File: src/rtl/mips_pkg.sv
// Shared decode constants and fetch-stage state type for the single-cycle MIPS core.
package mips_pkg;

    localparam logic [5:0] OP_RTYPE = 6'h00;
    localparam logic [5:0] OP_J     = 6'h02;
    localparam logic [5:0] OP_JAL   = 6'h03;
    localparam logic [5:0] OP_BEQ   = 6'h04;
    localparam logic [5:0] OP_BNE   = 6'h05;

    localparam logic [5:0] FN_JR    = 6'h08;

    typedef enum logic [1:0] {
        ST_RUN   = 2'd0,
        ST_HALT  = 2'd1,
        ST_FAULT = 2'd2
    } fetch_state_t;

endpackage

File: src/rtl/next_pc_logic.sv
// Combinational next-PC selection: decodes the fetched word, picks the target
// and reports whether it is a control transfer and whether the target is fetchable.
module next_pc_logic
    import mips_pkg::*;
#(
    parameter int MEM_BYTES = 100
) (
    input  logic [31:0] pc,
    input  logic [31:0] inst,
    input  logic        zero,
    input  logic [31:0] rs_data,
    output logic [31:0] pc_plus4,
    output logic [31:0] target,
    output logic        is_ctrl,
    output logic        target_ok
);

    localparam logic [31:0] LAST_WORD = 32'(MEM_BYTES - 4);

    logic [5:0]  op;
    logic [5:0]  funct;
    logic [31:0] br_offset;
    logic        is_jr;
    logic        is_jump;
    logic        br_taken;

    assign op        = inst[31:26];
    assign funct     = inst[5:0];
    assign pc_plus4  = pc + 32'd4;
    assign br_offset = {{14{inst[15]}}, inst[15:0], 2'b00};

    assign is_jr    = (op == OP_RTYPE) && (funct == FN_JR);
    assign is_jump  = (op == OP_J) || (op == OP_JAL);
    assign br_taken = ((op == OP_BEQ) && zero) || ((op == OP_BNE) && !zero);

    // A not-taken branch counts as sequential, so running off the end there halts.
    assign is_ctrl = is_jr || is_jump || br_taken;

    always_comb begin
        // NOTE: default first so every path assigns target and no latch is inferred.
        target = pc_plus4;
        if (is_jr) begin
            target = rs_data;
        end else if (is_jump) begin
            target = {pc_plus4[31:28], inst[25:0], 2'b00};
        end else if (br_taken) begin
            target = pc_plus4 + br_offset;
        end
    end

    assign target_ok = (target[1:0] == 2'b00) && (target <= LAST_WORD);

endmodule

File: src/rtl/fetch_pc_unit.sv
// Program counter stage: holds pc, retired-instruction count and the sticky
// HALT/FAULT state; the next-PC choice comes from next_pc_logic.
module fetch_pc_unit
    import mips_pkg::*;
#(
    parameter int          MEM_BYTES = 100,
    parameter logic [31:0] RESET_PC  = 32'h0
) (
    input  logic        clk,
    input  logic        reset,
    input  logic        stall,
    input  logic [31:0] inst,
    input  logic        zero,
    input  logic [31:0] rs_data,
    output logic [31:0] pc,
    output logic [31:0] pc_plus4,
    output logic        halted,
    output logic        fault,
    output logic [31:0] fault_pc,
    output logic [31:0] inst_count
);

    fetch_state_t state;
    logic [31:0]  target;
    logic         is_ctrl;
    logic         target_ok;

    next_pc_logic #(
        .MEM_BYTES(MEM_BYTES)
    ) u_next_pc (
        .pc       (pc),
        .inst     (inst),
        .zero     (zero),
        .rs_data  (rs_data),
        .pc_plus4 (pc_plus4),
        .target   (target),
        .is_ctrl  (is_ctrl),
        .target_ok(target_ok)
    );

    always_ff @(posedge clk) begin
        // NOTE: non-blocking assignments so every register samples pre-edge values.
        if (reset) begin
            state      <= ST_RUN;
            pc         <= RESET_PC;
            halted     <= 1'b0;
            fault      <= 1'b0;
            fault_pc   <= 32'h0;
            inst_count <= 32'h0;
        end else if (state == ST_RUN && !stall) begin
            if (target_ok) begin
                pc         <= target;
                inst_count <= inst_count + 32'd1;
            end else if (!is_ctrl) begin
                // Falling off the image sequentially is the normal end of program.
                state      <= ST_HALT;
                halted     <= 1'b1;
                inst_count <= inst_count + 32'd1;
            end else begin
                state      <= ST_FAULT;
                fault      <= 1'b1;
                fault_pc   <= target;
            end
        end
    end

endmodule
File: config.mk
export PLATFORM = sky130hd
export DESIGN_NAME = fetch_pc_unit
export DESIGN_NICKNAME = d
export VERILOG_FILES = /design/src/rtl/mips_pkg.sv /design/src/rtl/next_pc_logic.sv /design/src/rtl/fetch_pc_unit.sv
export SDC_FILE = /design/constraint.sdc
export NUM_CORES = 1
export LEC_CHECK = 0
export BUFFER_PORTS_ARGS = -buffer_cell sky130_fd_sc_hd__buf_2
export CAP_MARGIN = 20
export CORE_UTILIZATION = 35
export CTS_BUF_LIST = sky130_fd_sc_hd__clkbuf_4
export DETAILED_ROUTE_END_ITERATION = 8
export GPL_TIMING_DRIVEN = 0
export MAX_ROUTING_LAYER = met4
export PLACE_DENSITY_LB_ADDON = 0.12
export SLEW_MARGIN = 20
export SYNTH_ARGS = -nofsm -noshare
export SYNTH_HDL_FRONTEND = slang
export SYNTH_SLANG_ARGS = --single-unit
File: constraint.sdc
create_clock -name clk -period 5.3 [get_ports clk]
set_input_delay 0.53 -clock clk [delete_from_list [all_inputs] [get_ports clk]]
set_output_delay 0.53 -clock clk [all_outputs]
set_load 0.03 [all_outputs]
==> impl_metrics.py <==
metrics = {
    "floorplan": {
        "io_pins": 198,
        "coreArea_um2": 21200,
        "start_util_pct": 36.0,
        "placementRows": 53,
        "die_h_um": 150,
        "die_w_um": 150,
        "dieArea_um2": 22400,
    },
    "yosys": {
        "synth_ff_type": "dfxtp_1",
        "syn_area_um2": 7630,
        "netlist_instances": 987,
        "async_flop_share_pct": 0,
        "synthesis.nets": 1089,
        "ys_seq_elements": 100,
        "ys_warn_count": 0,
        "synth_edf_count": 0,
        "synth_cell_types": 81,
        "ys_seq_area_share_pct": 26.2,
        "synth.avg_cell_area_um2": 7.73,
    },
    "detailed_routing": {
        "routed_wirelength_um": 30500,
        "vias": 8554,
        "first_pass_iters": 7,
        "drc": 0,
        "drt_iter0_markers": 647,
        "routed_via_density": 5.80,
        "wl_per_cell_um": 20.7,
        "ant_nets": 0,
    },
    "critical_path": {
        "max_stage_delay_ns": 0.46,
        "crit_family": "simple AND/OR/NAND/NOR gates",
        "worstPathRequired_ns": 5.68,
        "cp_max_fo": 10,
        "r2r_setup_slack_ns": 0.17,
        "cpMostUsedCell": "buf_6",
        "critPathLaunchType": "register",
        "slowest_stage": "or4_1",
        "endpoint_kind": "register",
        "crit_buf_inv": 2,
        "critPathKind": "register to register",
        "critPathArrivalTime_ns": 5.52,
        "path_cells": "ha_2 > nand3_4 > or3_1 > o21a_1 > or2_2 > ha_4 > nand4_1 > or4_1 > o211a_1 > nor4bb_1 > o32a_1 > nor4_1 > and4_4 > nand2_2 > buf_6 > buf_6 > a21oi_1 > mux2_2",
    },
    "clock_tree": {
        "clkSinkCount": 100,
        "clk-insertion-delay-late_ns": 0.47,
        "clk_pin_slew_worst_paths_ns": 0.18,
        "clockBufferDepth": 2,
        "cts_tree": "built",
        "cts-hold-fix-buffers": 0,
        "htreeDepth": 3,
        "clockRootBuffer": "clkbuf_4",
        "cts_made_buffers": 9,
    },
    "timing": {
        "grt_setup_unrepaired": "no",
        "finalCritPeriodShare_pct": 96.9,
        "worst_hold_slack_ns": 0.471,
        "setup_ws_ns": 0.166,
        "finalHoldViolations": 0,
        "relSlewSlack_pct": 30.1,
        "finalSetupViolCount": 0,
        "period_needed_ns": 5.13,
        "fmax_mhz": 195,
        "final_max_slew_viol_count": 0,
        "fin_skew_ns": 0.0217,
        "max_slew.worst_pin.slew_ns": 1.05,
    },
    "power": {
        "ir_drop_mv": 0.138,
        "leakage_nw": 4.44,
        "powerDensity_nw_per_um2": 170,
    },
    "global_route": {
        "first_global_vias": 7787,
        "track_usage_pct": 27.7,
        "grt_max_degree": 19,
        "antenna_found_initial": 0,
        "grt_pass1_wl_um": 45600,
        "grt_overflow": 0,
    },
    "cells_and_area": {
        "fin_area_um2": 9480,
        "n_fill_cell": 2234,
        "area.growth.synth_to_final_pct": 24.3,
        "instances_no_fill": 1474,
        "antenna_cells": 0,
        "drive_above_1_share_pct": 28.9,
        "nets": 1296,
    },
    "outcome": {
        "status": "completed",
    },
    "place": {
        "placed_area_um2": 8990,
        "gp_congestion": 0.918,
        "place_worst_setup_slack_ns": -0.752,
        "hpwl_um": 24300,
        "io_buffers": 197,
        "placed_cells": 1459,
    },
    "run": {
        "drv_cap": 0,
    },
    "min_path": {
        "hold_path.class": "register to register",
    },
}
## state kept, by name, summed over array words and instances, names as in the netlist
signal      flops
fault_pc       32
inst_count     32
pc             32
state           2
fault           1
halted          1
## cells in the mapped netlist (13+ instances only)
cell	instances	share of area [%]
nor2b_1	37	3.0
o21ai_0	33	2.2
a21oi_1	93	6.1
nor2_1	83	4.1
and3_1	45	3.7
dfxtp_1	100	26
nand4_1	25	2.0
nand2_1	101	5.0
mux2_2	24	3.5
o22ai_1	14	1.1
inv_1	13	0.64
ha_1	33	5.4
nor3_1	25	1.6
xor2_1	19	2.2
mux2i_1	21	2.8
clkbuf_1	51	2.5
nand3_1	35	2.3
xnor2_1	24	2.8
## power by group
part	switching, W	internal [W]
combinational	0.000237	0.000115
clock	0.000284	0.000200
sequential	0.0000117	0.000762
## area by class of cell
class | instances | area, um2 | area share [%]
multi-input combinational | 801 | 5550 | 58.5
sequential | 100 | 2020 | 21.3
timing repair buffer | 206 | 1050 | 11.1
tap | 275 | 344 | 3.63
buffer | 61 | 287 | 3.02
clock inverter | 7 | 106 | 1.12
clock buffer | 9 | 67.6 | 0.713
inverter | 15 | 56.3 | 0.594
## placed cells by master, fill, tap and decap left out, types with 8 or more instances in the layout
| cell type | instances |
|---|---|
| dfxtp_2 | 9 |
| a311oi_1 | 10 |
| and3_1 | 45 |
| nor3_1 | 16 |
| mux2i_1 | 21 |
| a22oi_1 | 8 |
| and2_1 | 8 |
| nand2_1 | 100 |
| inv_1 | 13 |
| buf_2 | 206 |
| a21oi_1 | 86 |
| xnor2_1 | 20 |
| o211ai_1 | 8 |
| nand3_1 | 33 |
| xor2_1 | 14 |
| nor2_1 | 81 |
| ha_1 | 25 |
| clkbuf_4 | 9 |
| buf_4 | 13 |
| nand4_1 | 25 |
| or3_1 | 8 |
| o21ai_0 | 28 |
| nor2b_1 | 37 |
| o22ai_1 | 14 |
| nor3_2 | 9 |
| mux2_2 | 24 |
| dfxtp_1 | 89 |
| a211oi_1 | 10 |
| and4_1 | 10 |
| clkbuf_1 | 40 |
## final timing paths
path / to / cells after the start / from
worst max-delay path: inst_count[27] / 18 / pc[2]
worst min-delay path: fault_pc[5] / 2 / fault_pc[5]
worst max register to register: inst_count[27] / 18 / pc[2]
worst min register to register: fault_pc[5] / 2 / fault_pc[5]
## metrics by stage
step                total power [W]  TNS (ns)  util, %
floorplan                   0.00100         0        -
global placement            0.00113    -63.98     42.4
detailed placement          0.00113    -57.93     42.4
CTS                         0.00161         0     43.8
global route                0.00168         0     44.7
finish                      0.00161         0     44.7
## cells by family (layout without fill, tap and decap cells)
logic type | count (synthesis) | after routing | synth area share [%]
flip-flops | 100 | 100 | 26.2
multiplexers | 56 | 56 | 8.17
XOR/XNOR | 43 | 43 | 4.94
AO/OA/AOI/OAI | 252 | 252 | 21.8
adder cells (fa/ha/maj) | 34 | 34 | 5.67
AND/OR/NAND/NOR | 416 | 416 | 28.2
buffers and inverters | 86 | 298 | 4.97
## worst register-to-register path, delay by kind of cell, from the launching register on
family | cells | cell delay (ns)
buffers and inverters | 2 | 0.29
muxes | 1 | 0.35
adders and majority gates | 2 | 0.58
AOI/OAI and AO/OA | 4 | 0.96
DFF | 1 | 0.44
and+or+nand+nor | 9 | 2.45
## layer usage
metal / up-vias / wire length (um) / track usage, %
met5: - / 0 / -
met4: 0 / 722 / 7.65
met3: 46 / 2660 / 6.07
met2: 405 / 13000 / 40.3
met1: 4047 / 14100 / 38.0
li1: 4056 / - / -
## timing repair
action | CTS | global route
resized for setup | 28 | 44
pin swaps | 4 | 8
gates cloned | 0 | 0
setup buffers | 3 | 6
hold endpoints to repair | 0 | 0
setup endpoints to repair | 100 | 92
Power figures use the tool's default switching activity.
